File: config.mk
export PLATFORM = sky130hd
export DESIGN_NAME = dma_mem_onchip_arbiter_flat
export DESIGN_NICKNAME = d
export VERILOG_FILES = /design/src/rtl/dma_mem_onchip_arbiter_pkg.sv /design/src/rtl/dma_mem_onchip_arbiter_if.sv /design/src/rtl/dma_mem_rr_arb2.sv /design/src/rtl/dma_mem_onchip_arbiter.sv /design/src/flat_wrapper.sv
export SDC_FILE = /design/constraint.sdc
export NUM_CORES = 1
export LEC_CHECK = 0
export CAP_MARGIN = 5
export CORE_UTILIZATION = 22
export CTS_BUF_LIST = sky130_fd_sc_hd__clkbuf_8
export CTS_CLUSTER_DIAMETER = 100
export CTS_CLUSTER_SIZE = 20
export DETAILED_ROUTE_END_ITERATION = 10
export PLACE_DENSITY = 0.9
export SYNTH_ARGS = -nofsm -noshare
export SYNTH_HDL_FRONTEND = slang
export SYNTH_HIERARCHICAL = 1
export SYNTH_SLANG_ARGS = --single-unit
File: constraint.sdc
create_clock -name clk -period 6.9 [get_ports clk]
set_input_delay 1.38 -clock clk [delete_from_list [all_inputs] [get_ports clk]]
set_output_delay 1.38 -clock clk [all_outputs]
set_load 0.05 [all_outputs]
File: src/rtl/dma_mem_onchip_arbiter_pkg.sv
// Shared types and sizes for the on-chip DMA memory and its arbiters.
// Package name is dma_mem_pkg so later shared-resource blocks can import it unchanged.
package dma_mem_pkg;
    localparam int MEM_AW            = 18;
    localparam int MEM_DW            = 16;
    localparam int MEM_BEW           = 2;
    localparam int MEM_DEPTH_DEFAULT = 196608;

    typedef enum logic {RUN = 1'b0, HOLD = 1'b1} arb_state_t;
    typedef logic [0:0] port_id_t;

    typedef struct packed {
        logic [MEM_AW-1:0]  address;
        logic [MEM_BEW-1:0] byteenable;
        logic               write;
        logic [MEM_DW-1:0]  writedata;
    } arb_req_t;
endpackage

File: src/rtl/dma_mem_onchip_arbiter_if.sv
// One Avalon-MM master port as seen by the arbiter (slave modport) or a master (master modport).
interface dma_mem_onchip_arbiter_if;
    import dma_mem_pkg::*;
    logic [MEM_AW-1:0]  address;
    logic [MEM_BEW-1:0] byteenable;
    logic               read;
    logic               write;
    logic [MEM_DW-1:0]  writedata;
    logic               waitrequest;
    logic [MEM_DW-1:0]  readdata;
    logic               readdatavalid;

    modport master (output address, byteenable, read, write, writedata,
                    input  waitrequest, readdata, readdatavalid);
    modport slave  (input  address, byteenable, read, write, writedata,
                    output waitrequest, readdata, readdatavalid);
endinterface

File: src/rtl/dma_mem_rr_arb2.sv
// Two-requester round-robin grant; last_grant advances only when the caller reports an accept.
module dma_mem_rr_arb2
    import dma_mem_pkg::*;
(
    input  logic       clk,
    input  logic       reset,
    input  logic [1:0] req_i,
    input  logic       adv_i,
    output logic [1:0] gnt_o,
    output port_id_t   gnt_id_o
);
    port_id_t last_grant_q;

    always_ff @(posedge clk) begin
        if (reset)      last_grant_q <= 1'b1;
        else if (adv_i) last_grant_q <= gnt_id_o;
    end

    always_comb begin
        gnt_id_o = ~last_grant_q;
        if (req_i == 2'b01)      gnt_id_o = 1'b0;
        else if (req_i == 2'b10) gnt_id_o = 1'b1;
        gnt_o[0] = req_i[0] & (gnt_id_o == 1'b0);
        gnt_o[1] = req_i[1] & (gnt_id_o == 1'b1);
    end
endmodule

File: src/rtl/dma_mem_onchip_arbiter.sv
// Round-robin arbiter in front of the single-port on-chip RAM (DMA = port 0, host = port 1).
// Optional perf counters under `DMA_MEM_ARB_PERF_EN.
module dma_mem_onchip_arbiter
    import dma_mem_pkg::*;
#(
    parameter int              MEM_DEPTH = MEM_DEPTH_DEFAULT,
    parameter logic [MEM_DW-1:0] OOR_RDATA = 16'hDEAD
)(
    input  logic                clk,
    input  logic                reset,
    input  logic                reset_req_i,
    dma_mem_onchip_arbiter_if.slave m0_if,
    dma_mem_onchip_arbiter_if.slave m1_if,
    output logic [MEM_AW-1:0]   mem_address_o,
    output logic [MEM_BEW-1:0]  mem_byteenable_o,
    output logic                mem_chipselect_o,
    output logic                mem_write_o,
    output logic [MEM_DW-1:0]   mem_writedata_o,
    output logic                mem_clken_o,
    input  logic [MEM_DW-1:0]   mem_readdata_i
`ifdef DMA_MEM_ARB_PERF_EN
    ,
    input  logic                perf_clr_i,
    output logic [31:0]         perf_grant0_o,
    output logic [31:0]         perf_grant1_o,
    output logic [31:0]         perf_stall0_o,
    output logic [31:0]         perf_stall1_o
`endif
);
    localparam logic [MEM_AW:0] DEPTH_W = (MEM_AW+1)'(MEM_DEPTH);

    arb_state_t          state_q, state_d;
    arb_req_t [1:0]      p_req;
    arb_req_t            sel;
    logic     [1:0]      req, gnt, wait_p, rdv;
    port_id_t            gnt_id, rd_port_q;
    logic                acc, in_rng, rd_pend_q, rd_oor_q;
    logic [MEM_DW-1:0]   rdata;

    assign req      = {m1_if.read | m1_if.write, m0_if.read | m0_if.write};
    assign p_req[0] = '{m0_if.address, m0_if.byteenable, m0_if.write, m0_if.writedata};
    assign p_req[1] = '{m1_if.address, m1_if.byteenable, m1_if.write, m1_if.writedata};

    always_ff @(posedge clk) begin
        if (reset) state_q <= RUN;
        else       state_q <= state_d;
    end

    always_comb begin
        state_d = state_q;
        case (state_q)
            RUN:     if (reset_req_i)  state_d = HOLD;
            HOLD:    if (!reset_req_i) state_d = RUN;
            default: state_d = RUN;
        endcase
    end

    // Gating on reset_req directly keeps the rising cycle frozen and lets the
    // first cycle after deassertion grant, before state_q has returned to RUN.
    assign mem_clken_o = ~reset_req_i & ((state_q == RUN) | ~reset_req_i);
    assign acc         = mem_clken_o & ~reset & (|req);

    dma_mem_rr_arb2 u_arb (
        .clk      (clk),
        .reset    (reset),
        .req_i    (req),
        .adv_i    (acc),
        .gnt_o    (gnt),
        .gnt_id_o (gnt_id)
    );

    assign sel    = p_req[gnt_id];
    assign in_rng = {1'b0, sel.address} < DEPTH_W;
    assign wait_p = ~({2{acc}} & gnt);

    always_comb begin
        mem_address_o    = sel.address;
        mem_byteenable_o = sel.byteenable;
        mem_writedata_o  = sel.writedata;
        mem_chipselect_o = acc;
        mem_write_o      = acc & sel.write & in_rng;
    end

    // Read+write together counts as a write, so no return beat is scheduled.
    always_ff @(posedge clk) begin
        if (reset) begin
            rd_pend_q <= 1'b0;
            rd_port_q <= 1'b0;
            rd_oor_q  <= 1'b0;
        end else begin
            rd_pend_q <= acc & ~sel.write;
            if (acc) begin
                rd_port_q <= gnt_id;
                rd_oor_q  <= ~in_rng;
            end
        end
    end

    assign rdv[0] = rd_pend_q & ~reset & (rd_port_q == 1'b0);
    assign rdv[1] = rd_pend_q & ~reset & (rd_port_q == 1'b1);
    assign rdata  = rd_oor_q ? OOR_RDATA : mem_readdata_i;

    assign m0_if.waitrequest   = wait_p[0];
    assign m1_if.waitrequest   = wait_p[1];
    assign m0_if.readdatavalid = rdv[0];
    assign m1_if.readdatavalid = rdv[1];
    assign m0_if.readdata      = rdv[0] ? rdata : '0;
    assign m1_if.readdata      = rdv[1] ? rdata : '0;

`ifdef DMA_MEM_ARB_PERF_EN
    logic [3:0]       ev;
    logic [3:0][31:0] perf_q;

    assign ev = {req[1] & wait_p[1], req[0] & wait_p[0], acc & gnt[1], acc & gnt[0]};

    for (genvar i = 0; i < 4; i++) begin : g_perf
        always_ff @(posedge clk) begin
            if (reset || perf_clr_i)               perf_q[i] <= '0;
            else if (ev[i] && (perf_q[i] != '1))   perf_q[i] <= perf_q[i] + 32'd1;
        end
    end

    assign perf_grant0_o = perf_q[0];
    assign perf_grant1_o = perf_q[1];
    assign perf_stall0_o = perf_q[2];
    assign perf_stall1_o = perf_q[3];
`endif
endmodule

File: src/flat_wrapper.sv
// flat-port wrapper written by rule: the top's interface ports become plain ports
module dma_mem_onchip_arbiter_flat import dma_mem_pkg::*;
#(
    parameter int              MEM_DEPTH = MEM_DEPTH_DEFAULT,
    parameter logic [MEM_DW-1:0] OOR_RDATA = 16'hDEAD
)
  (clk, reset, reset_req_i, mem_address_o, mem_byteenable_o, mem_chipselect_o, mem_write_o, mem_writedata_o, mem_clken_o, mem_readdata_i, m0_if_address, m0_if_byteenable, m0_if_read, m0_if_write, m0_if_writedata, m0_if_waitrequest, m0_if_readdata, m0_if_readdatavalid, m1_if_address, m1_if_byteenable, m1_if_read, m1_if_write, m1_if_writedata, m1_if_waitrequest, m1_if_readdata, m1_if_readdatavalid);
  dma_mem_onchip_arbiter_if m0_if_i ();
  dma_mem_onchip_arbiter_if m1_if_i ();
  input  logic clk;
  input  logic reset;
  input  logic reset_req_i;
  output logic [MEM_AW-1:0] mem_address_o;
  output logic [MEM_BEW-1:0] mem_byteenable_o;
  output logic mem_chipselect_o;
  output logic mem_write_o;
  output logic [MEM_DW-1:0] mem_writedata_o;
  output logic mem_clken_o;
  input  logic [MEM_DW-1:0] mem_readdata_i;
  input wire logic [$bits(m0_if_i.address)-1:0] m0_if_address;
  input wire logic [$bits(m0_if_i.byteenable)-1:0] m0_if_byteenable;
  input wire logic [$bits(m0_if_i.read)-1:0] m0_if_read;
  input wire logic [$bits(m0_if_i.write)-1:0] m0_if_write;
  input wire logic [$bits(m0_if_i.writedata)-1:0] m0_if_writedata;
  output wire logic [$bits(m0_if_i.waitrequest)-1:0] m0_if_waitrequest;
  output wire logic [$bits(m0_if_i.readdata)-1:0] m0_if_readdata;
  output wire logic [$bits(m0_if_i.readdatavalid)-1:0] m0_if_readdatavalid;
  input wire logic [$bits(m1_if_i.address)-1:0] m1_if_address;
  input wire logic [$bits(m1_if_i.byteenable)-1:0] m1_if_byteenable;
  input wire logic [$bits(m1_if_i.read)-1:0] m1_if_read;
  input wire logic [$bits(m1_if_i.write)-1:0] m1_if_write;
  input wire logic [$bits(m1_if_i.writedata)-1:0] m1_if_writedata;
  output wire logic [$bits(m1_if_i.waitrequest)-1:0] m1_if_waitrequest;
  output wire logic [$bits(m1_if_i.readdata)-1:0] m1_if_readdata;
  output wire logic [$bits(m1_if_i.readdatavalid)-1:0] m1_if_readdatavalid;
  assign m0_if_i.address = m0_if_address;
  assign m0_if_i.byteenable = m0_if_byteenable;
  assign m0_if_i.read = m0_if_read;
  assign m0_if_i.write = m0_if_write;
  assign m0_if_i.writedata = m0_if_writedata;
  assign m0_if_waitrequest = m0_if_i.waitrequest;
  assign m0_if_readdata = m0_if_i.readdata;
  assign m0_if_readdatavalid = m0_if_i.readdatavalid;
  assign m1_if_i.address = m1_if_address;
  assign m1_if_i.byteenable = m1_if_byteenable;
  assign m1_if_i.read = m1_if_read;
  assign m1_if_i.write = m1_if_write;
  assign m1_if_i.writedata = m1_if_writedata;
  assign m1_if_waitrequest = m1_if_i.waitrequest;
  assign m1_if_readdata = m1_if_i.readdata;
  assign m1_if_readdatavalid = m1_if_i.readdatavalid;
  dma_mem_onchip_arbiter #(.MEM_DEPTH(MEM_DEPTH), .OOR_RDATA(OOR_RDATA)) u_core (.clk(clk), .reset(reset), .reset_req_i(reset_req_i), .m0_if(m0_if_i), .m1_if(m1_if_i), .mem_address_o(mem_address_o), .mem_byteenable_o(mem_byteenable_o), .mem_chipselect_o(mem_chipselect_o), .mem_write_o(mem_write_o), .mem_writedata_o(mem_writedata_o), .mem_clken_o(mem_clken_o), .mem_readdata_i(mem_readdata_i));
endmodule
After elaboration in Yosys (flattened, before gate mapping)
Cells that the tools add are included.
{ "totals": {"ff_bits": 5, "input_bits": 95, "output_inout_bits": 75, "elab_cells": 42} }
{ "op_classes": {"magnitude_cmp": 2, "eq_ne": 2, "muxes": 8, "bitwise_logic": 24, "reduce_logical": 1} }
{ "ops": {"columns": ["operator", "count"], "rows": [
  ["2-to-1 mux 37 bit", 2],
  ["2-to-1 mux 16 bit", 3],
  ["< comparator 18 bit (second input constant)", 1],
  ["bitwise AND 1 bit", 11],
  ["inverter 1 bit", 8],
  ["2-to-1 mux 1 bit", 3],
  ["OR 1 bit", 3],
  ["bitwise AND 2 bit", 1],
  ["equality test 2 x 1 -> 1 bit (second input constant)", 1],
  ["equality test 2 bit (second input constant)", 1],
  ["< comparator 1 x 2 -> 1 bit (second input constant)", 1],
  ["inverter 2 bit", 1],
  ["OR reduction 2 bit", 1]
]} }

Longest topological paths before layout
{ "logic_depth": {"word_depth": 8, "ltp_mapped": 7, "ltp_nobuf": 6} }

Cells and area by module
Netlist, hierarchy kept.
{ "modules_own_cells": {"columns": ["mod", "instances", "cells_each", "area_per_inst_um2", "seq_area_each_um2"], "rows": [
  ["dma_mem_onchip_arbiter", 1, 120, 849.6, 60.1],
  ["dma_mem_rr_arb2", 1, 10, 75.1, 20.0]
]} }

Least setup slack after synthesis
OpenSTA, ideal clock, no wires.
{ "synth_path": {"kind": "input to output", "start": "in m0_if_read", "end": "out mem_write_o", "arrival_time_ns": 3.589, "required_ns": 5.520, "setup_slack_ns": 1.931, "path_stages": 6, "path_cell_list": "or2_2 nand2b_1 a21oi_1 buf_2 o21ai_0 nor3b_1"} }
{ "synth_between": {"elab_chain_cells": 8, "elab_cells_between_ends": 12, "cone_classes": "1 x order compare; 2 x eq/ne; 4 x mux; 4 x bitwise; 1 x reduce/logical"} }
{ "synth_rtl": {"columns": ["item", "line", "rtl"], "rows": [
  ["start: declaration", "flat_wrapper.sv:22", "input wire logic [$bits(m0_if_i.read)-1:0] m0_if_read;"],
  ["OR 1 bit (*)", "dma_mem_onchip_arbiter.sv:40", "assign req = {m1_if.read | m1_if.write, m0_if.read | m0_if.write};"],
  ["equality test 2 bit", "dma_mem_rr_arb2.sv:22", "else if (req_i == 2'b10) gnt_id_o = 1'b1;"],
  ["2-to-1 mux 1 bit", "dma_mem_rr_arb2.sv:22", null],
  ["2-to-1 mux 1 bit (*)", "dma_mem_rr_arb2.sv:21", "if (req_i == 2'b01) gnt_id_o = 1'b0;"],
  ["via u_core.gnt_id", "dma_mem_onchip_arbiter.sv:36", "port_id_t gnt_id, rd_port_q;"],
  ["2-to-1 mux 37 bit (not written as such) (*) (2 in series)", "dma_mem_onchip_arbiter.sv:72", "assign sel = p_req[gnt_id];"],
  ["< comparator 18 bit / bitwise AND 1 bit (equally long branches)", "dma_mem_onchip_arbiter.sv:73, dma_mem_onchip_arbiter.sv:81", null],
  ["bitwise AND 1 bit (*)", "dma_mem_onchip_arbiter.sv:81", "mem_write_o = acc & sel.write & in_rng;"],
  ["end: declaration", "flat_wrapper.sv:16", "output logic mem_write_o;"]
]} }
The timed path passes the listed nets; every way through them passes the cells marked *. The select of a mux whose other input is x is not followed.

Worst setup path in the final report
{ "layout_path": {"start": "in m0_if_write", "end": "out mem_address_o[13]"} }
{ "layout_between": {"elab_chain_cells": 6, "elab_cells_between_ends": 7, "cone_classes": "2 x eq/ne; 4 x mux; 1 x bitwise"} }
{ "layout_rtl": {"columns": ["item", "line", "rtl"], "rows": [
  ["start: declaration", "flat_wrapper.sv:23", "input wire logic [$bits(m0_if_i.write)-1:0] m0_if_write;"],
  ["OR 1 bit (*)", "dma_mem_onchip_arbiter.sv:40", null],
  ["via u_core.req[0]", "dma_mem_onchip_arbiter.sv:35", "logic [1:0] req, gnt, wait_p, rdv;"],
  ["equality test 2 bit", "dma_mem_rr_arb2.sv:22", null],
  ["2-to-1 mux 1 bit", "dma_mem_rr_arb2.sv:22", null],
  ["2-to-1 mux 1 bit (*)", "dma_mem_rr_arb2.sv:21", null],
  ["via u_core.gnt_id", "dma_mem_onchip_arbiter.sv:36", null],
  ["2-to-1 mux 37 bit (not written as such) (*) (2 in series)", "dma_mem_onchip_arbiter.sv:72", null],
  ["end: declaration", "flat_wrapper.sv:13", "output logic [MEM_AW-1:0] mem_address_o;"]
]} }
Marked as above.

==> flow_summary.yaml <==
final_layout:
  syn2layout_area_growth_pct: 191
  fin_cells: 344
  drive_gt1_share_pct: 15.6
  nNetsFinal: 391
  fin_area_mm2: 0.00270
  final_common_cell: "clkdlybuf4s50_1"
  layout_common_cells: "clkdlybuf4s50_1, nor2_1, mux2_2, nand2b_1"
  antennaDiodeCount: 0
critical_path:
  cp-end-kind: "primary output"
  cpPeakStageDelay_ps: 710
  critPathMaxFanout: 22
  crit_family: "buffers and inverters"
  cp.required_ps: 5520
  crit_buf_inv: 3
  path_common_cell: "clkdlybuf4s50_1"
  cpMaxStageDelayCell: "clkdlybuf4s50_1"
  arrival_ps: 4340
  critPathLaunchType: "input pin"
  critPathKind: "in2out"
  crit_chain: "clkdlybuf4s50_1, or2_2, nand2b_1, a21oi_4, buf_4, mux2_2, clkdlybuf4s50_1"
yosys:
  ys_warn_count: 6
  yosysSeqAreaShare_pct: 8.66
  synth_top_area_share_pct: 43.8
  synth_edf_count: 0
  postSynthCellCount: 130
  synthDistinctLibCells: 26
  syn-num-nets: 225
  synth-seq-cells: 4
  synth_top_area_cell: "mux2_2"
  synth.avg_cell_area_um2: 7.11
  synth_area_leaders: "mux2_2, nor2_1, dfxtp_1"
  ys.flop_type: "dfxtp_1"
  synth_async_sr_flop_share_pct: 0
  synth_area_um2: 925
floorplanning:
  core.rowCount: 23
  fp.dieH_um: 66.8
  fp.dieW_um: 66.8
  initial_utilization_pct: 23.0
  pin_count: 170
  die_area_mm2: 0.00447
  core_mm2: 0.00403
routing:
  viasPerCell: 4.47
  drt-pass1-iter-count: 4
  highest_layer: "met4"
  wl_um: 4670
  wl_met3_um: 502
  num_vias: 1537
  wl_per_cell_um: 13.6
  remaining_drc_errors: 0
  ant_nets: 0
  dr_wl_met2_um: 2540
  wl_met1_um: 1550
  drtIter0Drc: 26
sta:
  fin_ws_ps: 1180
  rsz0062_at_grt: "no"
  worst_clock_skew_ps: 2.26
  fin_tns_setup_ps: 0
  post-route-period-util_pct: 82.9
  fin_crit_ps: 5720
  setup_violations: 0
  hold_viol: 0
  slew_headroom_pct: 57.1
  timing_worst_slew_pin_value_ps: 641
  fmax_mhz: 175
  finalMaxSlewViolations: 0
global_route:
  grt_start_max_net_pins: 23
  grt_pass1_vias: 1455
  grt_overflow: 0
  grt_use_total_pct: 20.0
  grt_pass1_wl_um: 6730
  antenna_found_initial: 0
clocking:
  htreeDepth: 1
  postCtsHoldBufs: 0
  cts_resized: 0
  cts.sinks: 4
  cts-root-buf: "clkbuf_8"
  clockBufferDepth: 2
  cts_inserted_buffers: 3
  cts_setup_buffers: 0
  clk_latency_ps: 220
  cts.clk_slew.worst_paths_ps: 30
  cts_tree: "yes"
place:
  place_inst: 341
  pre_cts_slack_ps: 1160
  placed_cell_area_mm2: 0.00265
  dp_hpwl_um: 4110
  gp_congestion: 0.727
  port_buffers: 169
pwr:
  ir_drop_mv: 0.0970
  p_leak_nw: 1.04
  totalPowerFinal_mw: 0.325
  power_density_mw_per_mm2: 121
status:
  outcome: "complete, no violations"
worst_hold_path:
  hold_path_class: "reg2reg"
run:
  maxCapViolCount: 0
-- kinds of logic (layout without fill, tap and decap cells) --
family                 after synthesis  after routing  share of synthesized area, %
AOI/OAI and AO/OA                    8              8                          5.55
and+or+nand+nor                     68             68                          34.5
DFF                                  4              4                          8.66
muxes                               37             37                          44.9
buffers and inverters               13            177                          6.36
-- metrics by stage --
step	hold slack (ps)	utilization [%]
after floorplan	462	-
after global placement	473	65.9
after detailed placement	476	65.9
after CTS	484	66.9
after global routing	508	66.9
final	483	66.9
-- final cells by class --
| class | count | area (um^2) |
|---|---|---|
| Timing Repair Buffer | 170 | 1700 |
| Clock buffer | 3 | 41.3 |
| Tap cell | 50 | 62.6 |
| Inverter | 4 | 15.0 |
| Multi-Input combinational cell | 113 | 797 |
| Sequential cell | 4 | 80.1 |
| Fill cell | 341 | 1330 |
-- worst register-to-register path: stages, from the launching register on --
cell     delay (ps)
dfxtp_1         340
a21oi_4         500
buf_4           390
nand3_1         100
o21ai_0         120
a21o_1          150
-- worst paths after layout --
kind / from / endpoint / slack [ps] / cells past startpoint
max: m0_if_write / mem_address_o[13] / 1180 / 7
min: u_core/rd_port_q$_SDFFE_PP0P_ / u_core/rd_port_q$_SDFFE_PP0P_ / 480 / 2
max reg2reg: u_core/u_arb/last_grant_q$_SDFFE_PP1P_ / u_core/rd_oor_q$_SDFFE_PP0P_ / 5250 / 5
min reg2reg: u_core/rd_port_q$_SDFFE_PP0P_ / u_core/rd_port_q$_SDFFE_PP0P_ / 480 / 2
-- per-layer routing --
layer | global-route usage, % | vias to the layer above
met5 | 0 | -
met3 | 6.85 | 6
met4 | 5.85 | 0
met2 | 39.4 | 88
met1 | 19.1 | 675
li1 | - | 768
-- Yosys cell counts (2+ instances only) --
library cell	n
a21boi_0	2
inv_1	4
nand2b_1	8
dfxtp_1	4
buf_2	2
mux2_2	36
nand3_1	2
clkbuf_1	5
a21oi_1	3
or2_2	2
nor2_1	44
nor3b_1	2
nand2_1	3
-- where the power goes --
group / switching, mW / internal [mW] / total (mW)
clock network: 0.0121 / 0.0372 / 0.0492
logic: 0.133 / 0.116 / 0.249
registers: 0.00224 / 0.0247 / 0.0270
total: 0.148 / 0.177 / 0.325
-- state kept, by name (all words and copies together) (netlist names) --
signal / count
u_core/rd_oor_q: 1
u_core/rd_port_q: 1
u_core/u_arb/last_grant_q: 1
u_core/rd_pend_q: 1
(Power assumes the default switching activity.)
